File: src/rtl/dispatch_sched_8ch.sv
// dispatch_sched_8ch: in-order write queue dispatching to 8 channels with head-of-line timeout
module dispatch_sched_8ch #(
    parameter int DEPTH   = 4,
    parameter int TIMEOUT = 15
) (
    input  logic                     clk,
    input  logic                     rst,
    input  logic                     in_valid,
    output logic                     in_ready,
    input  logic [15:0]              in_data,
    input  logic [2:0]               in_dest,
    input  logic [7:0]               dst_ready,
    output logic [2:0]               out_sel,
    output logic [15:0]              out_data,
    output logic [7:0]               out_we,
    output logic [$clog2(DEPTH):0]   fifo_count,
    output logic                     busy,
    output logic                     err_timeout,
    input  logic                     clr_err
);
    localparam int AW = $clog2(DEPTH);
    localparam logic [AW:0] FULL = (AW + 1)'(DEPTH);
    localparam logic [7:0] TLIM = 8'(TIMEOUT - 1);
    localparam logic [1:0] S_IDLE = 2'd0;
    localparam logic [1:0] S_SEND = 2'd1;
    localparam logic [1:0] S_WAIT = 2'd2;

    logic [18:0]   r_mem [DEPTH];
    logic [AW-1:0] r_rd;
    logic [AW-1:0] r_wr;
    logic [AW:0]   r_count;
    logic [7:0]    r_tcnt;
    logic [18:0]   w_head;
    logic [1:0]    w_state;
    logic          w_send;
    logic          w_drop;
    logic          w_push;
    logic          w_pop;

    assign w_head     = r_mem[r_rd];
    assign in_ready   = r_count < FULL;
    assign fifo_count = r_count;
    assign busy       = (r_count != '0) || (out_we != 8'd0);

    // State derived each cycle from registered occupancy and the live ready of the head's channel
    always_comb begin
        w_state = (r_count == '0) ? S_IDLE : (dst_ready[w_head[2:0]] ? S_SEND : S_WAIT);
        w_send  = w_state == S_SEND;
        w_drop  = (w_state == S_WAIT) && (r_tcnt == TLIM);
        w_push  = in_valid && in_ready;
        w_pop   = w_send || w_drop;
    end

    // Queue storage; payload needs no reset because occupancy guards every read
    always_ff @(posedge clk) begin
        if (w_push) r_mem[r_wr] <= {in_data, in_dest};
    end

    // Pointers, occupancy, blocked-cycle counter and sticky timeout flag
    always_ff @(posedge clk or posedge rst) begin
        if (rst) begin
            r_rd        <= '0;
            r_wr        <= '0;
            r_count     <= '0;
            r_tcnt      <= 8'd0;
            err_timeout <= 1'b0;
        end else begin
            r_rd        <= w_pop ? r_rd + 1'b1 : r_rd;
            r_wr        <= w_push ? r_wr + 1'b1 : r_wr;
            r_count     <= r_count + (AW + 1)'(w_push) - (AW + 1)'(w_pop);
            r_tcnt      <= (w_state == S_WAIT && !w_drop) ? r_tcnt + 8'd1 : 8'd0;
            err_timeout <= w_drop ? 1'b1 : (clr_err ? 1'b0 : err_timeout);
        end
    end

    // Registered demux drive: one-cycle strobe per dispatched entry, select/data hold otherwise
    always_ff @(posedge clk or posedge rst) begin
        if (rst) begin
            out_we   <= 8'd0;
            out_sel  <= 3'd0;
            out_data <= 16'd0;
        end else begin
            out_we   <= w_send ? 8'd1 << w_head[2:0] : 8'd0;
            out_sel  <= w_send ? w_head[2:0] : out_sel;
            out_data <= w_send ? w_head[18:3] : out_data;
        end
    end
endmodule
File: config.mk
export PLATFORM = sky130hd
export DESIGN_NAME = dispatch_sched_8ch
export DESIGN_NICKNAME = d
export VERILOG_FILES = /design/src/rtl/dispatch_sched_8ch.sv
export SDC_FILE = /design/constraint.sdc
export NUM_CORES = 1
export LEC_CHECK = 0
export ABC_CLOCK_PERIOD_IN_PS = 9690
export BUFFER_PORTS_ARGS = -buffer_cell sky130_fd_sc_hd__buf_2
export CELL_PAD_IN_SITES_DETAIL_PLACEMENT = 0
export CELL_PAD_IN_SITES_GLOBAL_PLACEMENT = 1
export CORE_ASPECT_RATIO = 2
export CORE_MARGIN = 2
export CORE_UTILIZATION = 52
export DETAILED_ROUTE_END_ITERATION = 10
export PLACE_DENSITY = 0.91
export SETUP_SLACK_MARGIN = 0.4
export SLEW_MARGIN = 20
export SYNTH_ARGS = -nofsm -noshare
export SYNTH_HDL_FRONTEND = slang
export SYNTH_SLANG_ARGS = --single-unit
File: constraint.sdc
create_clock -name clk -period 9.69 [get_ports clk]
set_input_delay 2.4225 -clock clk [delete_from_list [all_inputs] [get_ports clk]]
set_output_delay 2.4225 -clock clk [all_outputs]
set_load 0.03 [all_outputs]
==> results list, run 1 <==
- The flow ran to the end, and the final reports show no timing, DRC or antenna violations.
- The die covers 10300 um^2.
* Minimum clock period after layout: 4.52 ns
- Worst setup skew after layout: a little under 0.009 ns
* Maximum Capacitance Violations: 0
* Total length of routed wires: 8840 um
* Clock transition at the registers of the reported paths: around 0.05 ns
* Crit start category: primary input
- Cell chosen for the clock root: sky130_fd_sc_hd__clkbuf_16
* Number of primary I/O pins: 64
* Maximum vdd ir drop: 0.233 mV
- DR vias/cell: roughly 5.6
* Layout Area Growth over Synthesis: 21.1%
- The routed layout has ~2.6k vias.
- Cells after Synth: 281
* Aggregate global routing overflow: 0
- Relative max-transition margin: 29.2%
- Setup repair after global routing left no endpoint under its margin.
- STA puts the critical path data arrival time at between 4 and 5 ns.
- During placement, the flow inserted port buffers numbering 63.
* Overall power consumption: 2180 uW
* Routability congestion estimate: ~0.74
* Clk buf depth: 2
- Static power due to leakage: 0.00239 uW
- Clock sinks: 119
- The initial utilization of the core area, before any placement, comes to 52.9%.
- Die Y-Extent: 141 um
- Cell Rows: 50
- The clock tree synthesis step divided the H-tree into 4 levels.
- CTS Hold Bufs: 0
- Cell-by-cell trace of the critical path: buf_2 -> mux2_2 -> o22a_1 -> a211o_1 -> and2_1 -> ha_1 -> inv_1 -> ha_1 -> fa_1 -> xnor2_1 -> xnor2_1
- DP HPWL: approximately 5600 um
- After synthesis the netlist holds a flip-flop and latch count of 119.
- Minimum hold slack: slightly below 0.5 ns
- Number of post-CTS setup repair buffers: 0
- Wire length of the first global-routing pass: 14000 um
* Number of resized instances in the post-cts repair step: 0
* Avg Inst Size Synth: 17.4 um^2
- For the final routed database, the setup TNS stands at 0 ns.
* Clock tree from TritonCTS: yes
- Among all flip-flop cells after synthesis, the most frequent one is sky130_fd_sc_hd__edfxtp_1.
* CP delay by family, top: adder cells
* Maximum number of pins on one net before global-route repair: 44
* Number of nets with antenna violations after detailed routing: 0
- Timing would allow up to about 0.22 GHz.
- Measured along the x axis, the die boundary spans 72.6 um.
* Mapped Nets: 321
- Slew at the pin with the worst max-slew slack: 1.06 ns
* Number of buffers created by CTS: 17
* Drt wl/cell: 18.7 um
* Max stage delay cell, worst path: sky130_fd_sc_hd__a211o_1
- Number of global-route vias before repair: 2835
- The later pin in the worst-skew pair is clocked with a latency of 0.41 ns.
- Crit path buf inv count: 2
- For this design the ratio of total power to cell area is 368 nW/um^2.
- After the last flow step, the layout net total stands at 394.
* Period utilization: 46.6%
* Proportion of synthesized chip area in sequential cells: 68.6%
* Endpoint class of the critical path: flip-flop
- Yosys printed 0 warnings.
- The cell area that synthesis handed to floorplanning was slightly below 5000 um^2.
- Number of antenna violations at the first check in global routing: 1
- Global routing used 19.3% of the available tracks across all layers.
- Worst Path Required: 10.02 ns
* EDFF count, synth: 76
* Final Hold Viols: 0
- Core area: 9260 um^2
* Category of the critical setup timing path: in -> reg
- Of all nets on the critical path, the largest fanout is 9.
- The first TritonRoute pass finished after 6 iterations.
- Proportion of layout cells with a drive suffix above 1: 39.0%
- Type of the tightest min-delay check: reg -> reg
- Remaining DRCs: 0
* Distinct cell type count after synthesis: 43
- Pins Over Slew Limit: 0
- Counting flops with an async set or reset pin after synthesis yields a share of 36.1%.
- Largest stage delay on the critical path: about 0.40 ns
- Initial DRC count: 119
- Count of final setup violators: 0
-- power breakdown --
part	switching, uW	internal [uW]
logic	436	345
clock network	219	438
registers	72.4	671
total	728	1450
-- worst register-to-register path, stage by stage (launching register included) --
cell and delay, ns:
sky130_fd_sc_hd__dfrtp_1 0.99, sky130_fd_sc_hd__mux4_2 0.50, sky130_fd_sc_hd__mux2_2 0.37, sky130_fd_sc_hd__o22a_1 0.29, sky130_fd_sc_hd__a211o_1 0.40, sky130_fd_sc_hd__and2_1 0.21, sky130_fd_sc_hd__ha_1 0.27, sky130_fd_sc_hd__inv_1 0.04
sky130_fd_sc_hd__ha_1 0.18, sky130_fd_sc_hd__fa_1 0.37, sky130_fd_sc_hd__xnor2_1 0.18, sky130_fd_sc_hd__xnor2_1 0.13
-- cells in the mapped netlist, drive strengths merged, types with 2 or more instances --
cell    instances  area [um^2]
dfrtp          43         1080
clkbuf          7         26.3
a21oi           4         20.0
mux2i           2         20.0
nand2           9         33.8
inv            12         45.0
mux4           20          458
edfxtp         76         2280
nand4           3         18.8
nor2            6         22.5
and3            2         12.5
nor2b           6         37.5
nand3           5         25.0
or2             2         12.5
mux2           22          285
o22ai           2         12.5
xor2            5         43.8
nor4            3         18.8
a22oi           2         28.8
nor3           13         65.1
and2            7         43.8
buf             4         38.8
xnor2           4         35.0
ha              8          100
-- registers in the layout (all words and copies together), names as in the netlist --
name,cells
r_mem,76
out_data,16
out_we,8
r_tcnt,8
fifo_count,3
out_sel,3
r_rd,2
r_wr,2
err_timeout,1
-- final cells by class --
cell class	instances	area [um^2]
Fill cell	643	3330
Clock inverter	14	196
Clock buffer	18	439
Tap cell	104	130
Timing Repair Buffer	65	330
Inverter	12	45.0
Multi-Input combinational cell	139	1430
Sequential cell	119	3360
Antenna cell	1	2.50
-- path summary, 6_finish.rpt --
path | startpoint | end | slack (ns) | cells past startpoint
hold / removal | out_sel[2] | out_sel[2] | 0.49 | 2
setup reg to reg | r_rd[1] | fifo_count[2] | 5.68 | 11
hold reg to reg | out_sel[2] | out_sel[2] | 0.49 | 2
min in group asynchronous | rst | out_data[5] | 2.21 | 2
max in group asynchronous | rst | r_tcnt[0] | 6.88 | 2
setup / recovery | dst_ready[2] | fifo_count[2] | 5.17 | 11
-- per-layer routing --
layer | vias up | share of wire, % | track usage [%]
met1 | 1318 | 35 | 19.2
li1 | 1226 | - | -
met5 | - | 0 | 0
met2 | 82 | 57 | 34.2
met3 | 21 | 4.4 | 6.00
met4 | 0 | 3.3 | 11.0
-- through the flow --
stage	worst slack, ns	utilization, %	std cells	instance area, um^2
floorplan	4.90	-	281	4890
global placement	4.79	57.1	439	5290
detailed placement	4.73	57.1	439	5290
CTS	5.17	64.0	471	5930
global route	5.03	64.0	472	5930
finish	5.17	64.0	472	5930
-- cells by family after synthesis --
kind of cell,count (synthesis),synth area share (%)
compound gates,18,3.12
xor+xnor,9,1.61
fa+ha+maj,9,2.45
buf+inv,23,2.25
flops,119,68.6
mux,44,15.6
simple gates,59,6.37
-- layout by cell type (no fill, tap or decap), types with 3 or more instances in the layout --
cell type and count:
sky130_fd_sc_hd__and2_1 7, sky130_fd_sc_hd__nor3_1 13, sky130_fd_sc_hd__bufinv_16 4, sky130_fd_sc_hd__edfxtp_1 76, sky130_fd_sc_hd__nor2_1 6, sky130_fd_sc_hd__a21oi_1 4
sky130_fd_sc_hd__nand3_1 5, sky130_fd_sc_hd__dfrtp_1 43, sky130_fd_sc_hd__nand4_1 3, sky130_fd_sc_hd__ha_1 8, sky130_fd_sc_hd__nor2b_1 6, sky130_fd_sc_hd__mux4_2 18
sky130_fd_sc_hd__mux2_4 10, sky130_fd_sc_hd__inv_6 3, sky130_fd_sc_hd__clkinvlp_4 3, sky130_fd_sc_hd__mux2_2 12, sky130_fd_sc_hd__xor2_1 5, sky130_fd_sc_hd__xnor2_1 4
sky130_fd_sc_hd__inv_1 11, sky130_fd_sc_hd__clkbuf_16 17, sky130_fd_sc_hd__nand2_1 9, sky130_fd_sc_hd__buf_2 63, sky130_fd_sc_hd__nor4_1 3
No activity file was read; power rests on OpenSTA's default activity.
==> inputs of run 2 (changes only) <==
- ABC_AREA: not set -> 1
- ABC_CLOCK_PERIOD_IN_PS: 9690 -> 4000
- CORE_UTILIZATION: 52 -> 41
- PLACE_DENSITY: 0.91 -> 0.82
- clock period: 9.69 -> 4 ns (I/O delays scaled with it)
==> run 2 against run 1 <==
  * First-iteration DRC count grew 80%
  * Synthesized area is 1.3% higher
  * Clock power increased by 120%
  * Sequential power rose by 140%
  * Critical endpoint unchanged
==> results list, run 2 <==
- Run status: finished clean
- Cell types with the largest area share after synthesis: sky130_fd_sc_hd__edfxtp_1 46%, sky130_fd_sc_hd__dfrtp_1 22%, sky130_fd_sc_hd__nand2_1 6.6%, sky130_fd_sc_hd__o21ai_0 3.8%, sky130_fd_sc_hd__nor2_1 3.8%
* Number of register bits inferred by synthesis: 119 (unchanged)
- The total number of nets in the final design is 545 (+38%).
- Drt wl/cell: 15.7 um (-16%)
* Die X: 81.8 um (+13%)
- The number of cells traversed by the worst register-to-register path came to 16 (+5).
- Clock sinks: 119 (unchanged)
- The most numerous cell type found on the critical path is sky130_fd_sc_hd__nand2_1.
- The share of post-route cells with drive strength above 1 was 25.3% (-14 points).
- The leakage power came to 0.00257 uW (+7.3%).
- The remaining max-slew budget at the tightest pin is 36.2% (+7.0 points).
* Wire length of the first global-routing pass: 16500 um (+18%)
- The worst hold path belongs to the class reg -> reg.
- The worst hold path terminates at out_data[6].
- The via density per instance was 5.00 (-11%).
- The maximum level of the CTS H-tree was 4 (unchanged).
- Worst-path maximum fanout: 19 (+10)
- Total power divided by cell area: 922 nW/um^2 (+150%)
* Period utilization: 77.0%
- The final global-route overflow total was 0 (unchanged).
* Overall power consumption: 5500 uW (+150%)
- The flip-flop count of the largest register, all copies and words added is 76 (unchanged).
- Number of buffers created by CTS: 17 (unchanged)
- The share of power burned in registers is 32.5% (-1.6 points).
- Endpoint class of the critical path: flip-flop
- Worst Path Required: 4.29 ns (-5.73 ns)
* Number of resized instances in the post-cts repair step: 0 (unchanged)
- The critical path goes through inv_2 -> nand3_2 -> nand2_4 -> nand2_1 -> nand2_1 -> nand2_1 -> nand2_1 -> nand2_1 -> nand2_2 -> a21oi_2 -> ha_1 -> inv_1 -> ha_1 -> fa_1 -> xnor2_1 -> xor2_1.
- The total die area came to 13000 um^2 (+27%).
* Core area: 11800 um^2 (+27%)
* Slew at the pin with the worst max-slew slack: 0.956 ns (-0.107 ns)
- The worst setup path is launched from a flip-flop.
- Latest clock arrival within the worst-skew pair: 0.41 ns (about the same)
- Remaining DRCs: 0 (unchanged)
* CTS Hold Bufs: 0 (unchanged)
- Hold Startpoint: out_data[6]
- Launch point of the worst reg-to-reg path: r_rd[1]
* Proportion of synthesized chip area in sequential cells: 67.7% (-0.88 points)
* Top_reg_cell synth: sky130_fd_sc_hd__edfxtp_1
- Tot GR Track Use: 17.2% (-2.1 points)
- R2r endpoint: fifo_count[2]
- The maximum clock skew at final layout was 0.0163 ns (+0.00743 ns).
- The largest individual stage delay along the critical path comes from the cell sky130_fd_sc_hd__dfrtp_1.
- The cell sitting at the root of the clock tree is a sky130_fd_sc_hd__clkbuf_16.
- Number of inserted diodes: 0 (-1)
* Initial DRC count: 214 (+80%)
- The I/O pin count was 64 (unchanged).
- Async set or reset register ratio after synthesis: 36.1% (unchanged)
- Cells after Synth: 432 (+54%)
- Number of nets with antenna violations after detailed routing: 0 (unchanged)
* Fmax achieved: 0.325 GHz
- The most common cell in the synthesized netlist is sky130_fd_sc_hd__nand2_1.
* Via count of the routed design: 3318 (+25%)
* Number of iterations in the first detailed-routing pass: 4 (-2)
- The fraction of power spent switching nets came to 41.9% (+8.5 points).
* Largest stage delay on the critical path: 0.51 ns (+0.11 ns)
- The switching power of the nets is 2300 uW (+220%).
* DP HPWL: 6800 um (+20%)
* Share of the core filled with cells in the final layout: 50.6% (-13 points)
- Total length of routed wires: 10400 um (+18%)
- EDFF count, synth: 76 (unchanged)
* Clock share of power: 26.1% (-4.0 points)
* Layout Area Growth over Synthesis: 20.2%
- The count of synthesis-stage warnings from yosys came to 0 (unchanged).
- Most frequent standard cell in the layout excluding fill and tap cells: sky130_fd_sc_hd__nand2_1
- Cell depth of the worst hold path: 2 (unchanged)
* Post-synthesis cell area: 4960 um^2 (+1.3%)
* Ranking of synthesized cells by instance count: 87 x sky130_fd_sc_hd__nand2_1, 76 x sky130_fd_sc_hd__edfxtp_1, 50 x sky130_fd_sc_hd__nor2_1, 43 x sky130_fd_sc_hd__dfrtp_1, 38 x sky130_fd_sc_hd__o21ai_0
* Worst path arrival time: 3.37 ns (-1.48 ns)
- Distinct cell type count after synthesis: 31 (-28%)
- Maximum Capacitance Violations: 0 (unchanged)
* Comb pwr share: 41.5% (+5.7 points)
- Maximum vdd ir drop: 0.564 mV (+140%)
- The setup slack of the most critical reg-to-reg path came to 0.92 ns (-4.76 ns).
- The worst setup path is of the reg -> reg kind.
- TritonCTS built the clock tree.
- The maximum buffer depth of the clock tree was 2 (unchanged).
* Highest-count cells in the layout ignoring fill and taps: 87 x sky130_fd_sc_hd__nand2_1, 76 x sky130_fd_sc_hd__edfxtp_1, 63 x sky130_fd_sc_hd__buf_2
- The net count of the mapped netlist is 472 (+47%).
- Ranked by flip-flop count, first place goes to r_mem.
- Cell Rows: 56 (+12%)
- The average footprint of a synthesized cell came to 11.5 um^2 (-34%).
* Number of global-route vias before repair: 3334 (+18%)
* Minimum clock period after layout: 3.08 ns
* Maximum number of pins on one net before global-route repair: 44 (unchanged)
- The count of input and output buffers is 63 (unchanged).
- Clock transition at the registers of the reported paths: 0.05 ns (about the same)
- Final Hold Viols: 0 (unchanged)
- Pins Over Slew Limit: 0 (unchanged)
- The count of endpoints failing setup in the final report was 0 (unchanged).
- Largest registers: r_mem x76, out_data x16
- Internal power contribution: 3190 uW (+120%)
* Initial core utilization: 42.1% (-11 points)
- Share of the synthesized area in the top cell type: 46.0% (-0.60 points)
* Largest area contributor in the netlist: sky130_fd_sc_hd__edfxtp_1
- The post-route setup TNS is 0 ns (unchanged).
- Routability congestion estimate: 0.770 (+3.8%)
- The y dimension of the die was 160 um (+13%).
- RSZ-0062 raised after global routing: false
- The count of buffers added by post-CTS timing repair for setup is 0 (unchanged).
- The number of antenna violations at the first check in global routing came to 0 (-1).
## run 2: critical path, delay by kind of cell (launching register included)
| kind | cells | cell delay (ns) |
|---|---|---|
| xor gates and xnor gates | 2 | 0.29 |
| adders and majority gates | 3 | 0.87 |
| buffers and inverters | 2 | 0.39 |
| and+or+nand+nor | 8 | 0.82 |
| AOI/OAI and AO/OA | 1 | 0.07 |
| DFF | 1 | 0.51 |
## run 2: area by class of cell
cell class              instances  area (um^2)
clock buffers                  18          429
clock inverters                14          134
fillers                      1053         5810
inverters                      37          141
multi-input cells             261         1360
flip-flops and latches        119         3360
well taps                     145          181
repair buffers                 69          360
## run 2: logic make-up after synthesis
logic type	count (synthesis)	share of synthesized area (%)
flops	119	67.7
xor+xnor	7	1.24
compound gates	59	6.51
simple gates	186	17.2
fa+ha+maj	9	2.42
buf+inv	52	4.92
## run 2: power groups by stage
stage	Combinational [uW]	Clock, uW	Sequential (uW)
after floorplan	1510	0	2080
after global placement	2270	0	1800
after detailed placement	2320	0	1810
after CTS	2330	1460	1790
after global routing	2580	1510	1820
final	2280	1430	1790
## run 2: stage by stage
| stage | instances | hold WS, ns | cell area, um^2 | setup slack [ns] |
|---|---|---|---|---|
| after floorplan | 432 | 0.451 | 4960 | 1.20 |
| after CTS | 663 | 0.477 | 5960 | 0.909 |
| after detailed placement | 631 | 0.462 | 5400 | 0.925 |
| after global routing | 663 | 0.506 | 5960 | 0.667 |
| final | 663 | 0.470 | 5960 | 0.920 |
| after global placement | 631 | 0.461 | 5400 | 0.981 |
## run 2: per-layer routing
layer	track usage, %	part of all wire (%)	up-vias	wire (um)
met5	0	0	-	0
met2	30.5	58	82	6050
met3	4.71	4.4	6	455
li1	-	-	1597	-
met1	18.4	36	1633	3800
met4	7.42	1.3	0	132
## run 2: worst max path at each step
stage,startpoint,slack (ns),endpoint,depth (start not counted)
final,r_rd[1],0.92,fifo_count[2],16
after CTS,r_rd[1],0.91,fifo_count[2],16
after detailed placement,r_rd[1],0.93,fifo_count[2],16
after global placement,r_rd[1],0.98,fifo_count[2],16
after global routing,r_rd[1],0.67,fifo_count[2],16
after floorplan,dst_ready[5],1.20,fifo_count[2],13
==> inputs of run 3 (changes only) <==
- ABC_CLOCK_PERIOD_IN_PS: 4000 -> 2800
- clock period: 4 -> 2.8 ns (I/O delays scaled with it)
==> run 3 against run 2 <==
  * Clock power grew 43%
  * Hold slack lost 0.12 ns
  * Final cell count grew 3.9%
  * Via count grew 4.4%
  * Core utilization grew 3.3 points
  * Power grew 56%
  * Sequential cell count is the same
  * Critical path depth grew 1
  * Highest routed layer unchanged
==> results list, run 3 (synthesis gave the netlist of run 2 again) <==
* CTS Hold Bufs: 0 (unchanged)
- The pin slew with the least headroom to its limit is 0.602 ns (-0.354 ns).
- Pins Over Slew Limit: 0 (unchanged)
- met2 is the most crowded layer.
* Clock transition at the registers of the reported paths: 0.05 ns (about the same)
- Final Hold Viols: 0 (unchanged)
- The die extent in x is 81.8 um (unchanged).
* Proportion of layout cells with a drive suffix above 1: 34.7% (+9.5 points)
- Overall power consumption: 8560 uW (+56%)
- Compared with the post-synthesis result, the final layout area differs by 27.9%.
- Number of global-route vias before repair: 3601 (+8.0%)
* Met2 track demand over resource: 32.2% (+1.7 points)
- Broken down by cell family, the worst path's largest delay share belongs to adder cells.
- Number of buffers created by CTS: 17 (unchanged)
- The core footprint was 11800 um^2 (unchanged).
- The number of clock sinks is 119 (unchanged).
* Switching part of the total power: 42.0% (about the same)
- CTS placed an instance of sky130_fd_sc_hd__clkbuf_16 at the clock tree root.
- The library cell used most frequently in the layout, excluding fill and tap cells, is sky130_fd_sc_hd__edfxtp_1.
- Fmax achieved: 0.389 GHz (+20%)
* Comb pwr share: 46.0% (+4.5 points)
- Setup repair after global routing could not meet its margin everywhere.
* Internal power contribution: 4970 uW (+55%)
- The count of unresolved DRC violations after routing is 0 (unchanged).
- The violation count after the first detailed-routing iteration is 144 (-33%).
* Maximum Capacitance Violations: 0 (unchanged)
- The switching power of the nets came to 3590 uW (+56%).
- The final global-route overflow total is 0 (unchanged).
- Area enclosed by the die boundary: 13000 um^2 (unchanged)
- Number of flip-flops in the largest register: 76 (unchanged)
- The post-route setup TNS came to 0 ns (unchanged).
- Fraction of power consumed by sequential logic: 30.2% (-2.3 points)
- The wire length of the first global-routing pass is 17400 um (+5.1%).
- The multi-input logic area is 1530 um^2 (+12%).
- GR Util met3: 3.97% (-0.74 points)
- The data required time at the worst endpoint is 3.09 ns (-1.20 ns).
- The number of fill cells came to 1013 (-3.8%).
* Number of inserted diodes: 0 (unchanged)
- Total stage count of the critical path: 17 (+1)
- r_mem holds more flip-flops than any other register.
- The count of endpoints failing setup in the final report is 0 (unchanged).
* Die Y-Extent: 160 um (unchanged)
- Number of antenna violations at the first check in global routing: 0 (unchanged)
- The via density per instance is 5.03 (+0.49%).
* Worst path arrival time: 2.86 ns (-0.51 ns)
- The number of rows in the core area was 56 (unchanged).
- The top cell types in the final layout, fill and taps aside, are 76 x sky130_fd_sc_hd__edfxtp_1, 67 x sky130_fd_sc_hd__nand2_1, 63 x sky130_fd_sc_hd__buf_2.
- Minimum clock period after layout: 2.57 ns (-0.507 ns)
- Number of primary I/O pins: 64 (unchanged)
- Endpoint class of the critical path: flip-flop
- The fraction of met1 tracks used by global routing was 18.8% (+0.39 points).
- The remaining number of nets flagged by the antenna check after routing came to 0 (unchanged).
* Final net count: 571 (+4.8%)
- Max stage delay cell, worst path: sky130_fd_sc_hd__dfrtp_2
- Minimum hold slack: 0.354 ns (-0.116 ns)
- Latest clock arrival within the worst-skew pair: 0.41 ns (about the same)
* Cell-by-cell trace of the critical path: buf_8 -> nand2_4 -> nand2_4 -> nor2_4 -> nor2_4 -> inv_2 -> nand2_2 -> nand2_1 -> nand2_1 -> nand2_2 -> a21oi_4 -> ha_1 -> inv_1 -> ha_2 -> fa_2 -> xnor2_2 -> xor2_1
* Initial core utilization: 42.1% (unchanged)
- Category of the critical setup timing path: reg -> reg
- The run finished with clean final reports.
* Worst setup skew after layout: 0.00823 ns (-0.00803 ns)
- The routability-driven placement congestion ratio was 0.803 (+4.2%).
- Crit path buf inv count: 3 (+1)
* Worst Reg-to-Reg Cells: 17 (+1)
- Clock share of power: 23.9% (-2.2 points)
- The part of the cycle the worst path needs came to 91.9% (+15 points).
- The count of input and output buffers was 63 (unchanged).
- Relative max-transition margin: 59.8% (+24 points)
- The critical-path maximum fanout is 7 (-12).
- Number of iterations in the first detailed-routing pass: 4 (unchanged)
* Crit start category: flip-flop
- The per-cell routed wire length came to 16.2 um (+3.1%).
- The stage delay of the slowest cell on the critical path came to 0.47 ns (-0.04 ns).
* DP HPWL: 7340 um (+7.9%)
* Type of the tightest min-delay check: in -> async
- The leakage power was 0.00275 uW (+6.9%).
* Largest registers: r_mem x76, out_data x16
- The utilization after layout came to 53.9% (+3.3 points).
- Clock tree from TritonCTS: yes
- Total length of routed wires: 11200 um (+7.1%)
- The largest voltage drop on the vdd net came to 0.870 mV (+54%).
- The number of vias after detailed routing was 3465 (+4.4%).
- The maximum number of pins on one net before global-route repair came to 34 (-23%).
- The maximum buffer depth of the clock tree is 2 (unchanged).
- The power per cell area came to 1350 nW/um^2 (+46%).
- The maximum level of the CTS H-tree is 4 (unchanged).
* Sequential cell area in the final layout: 3360 um^2 (about the same)
* Tot GR Track Use: 18.1% (+0.94 points)
run 3: worst paths after layout:
kind / endpoint / start / slack [ns]
setup / recovery: fifo_count[2] / r_rd[0] / 0.23
hold / removal: out_data[1] / rst / 0.35
setup reg to reg: fifo_count[2] / r_rd[0] / 0.23
hold reg to reg: out_data[10] / out_data[10] / 0.48
max in group asynchronous: r_rd[0] / rst / 1.82
min in group clk: out_data[10] / out_data[10] / 0.48
run 3: through the flow:
stage	cell area, um^2	worst slack [ns]	instances
5_1_grt	6340	0.135	689
3_3_place_gp	5480	0.151	641
3_5_place_dp	5480	0.133	641
6_report	6340	0.227	689
4_1_cts	6160	0.221	684
2_1_floorplan	4960	0.307	432
run 3: final cells by class:
type | count | area share (%)
sequential | 119 | 53.0
multi-input combinational | 261 | 24.0
timing repair buffer | 95 | 8.93
clock buffer | 19 | 6.82
tap | 145 | 2.86
inverter | 37 | 2.27
clock inverter | 13 | 2.09
run 3: layer usage:
metal / up-vias / share of wire [%]
met5: - / 0
met4: 0 / 3.9
met3: 28 / 3.7
met2: 93 / 56
met1: 1695 / 36
li1: 1649 / -
run 3: repair_timing:
action	4_1_cts	5_1_grt
setup buffers	11	5
pin swaps	9	23
gates resized for setup	11	38
hold endpoints to repair	0	0
endpoints found under the setup margin	2	8
run 3: power groups by stage:
| stage | combinational (uW) | clock [uW] | sequential, uW |
|---|---|---|---|
| detailed placement | 3420 | 0 | 2600 |
| global placement | 3320 | 0 | 2580 |
| floorplan | 2170 | 0 | 2970 |
| finish | 3930 | 2040 | 2580 |
| global route | 4340 | 2160 | 2630 |
| CTS | 3670 | 2070 | 2580 |
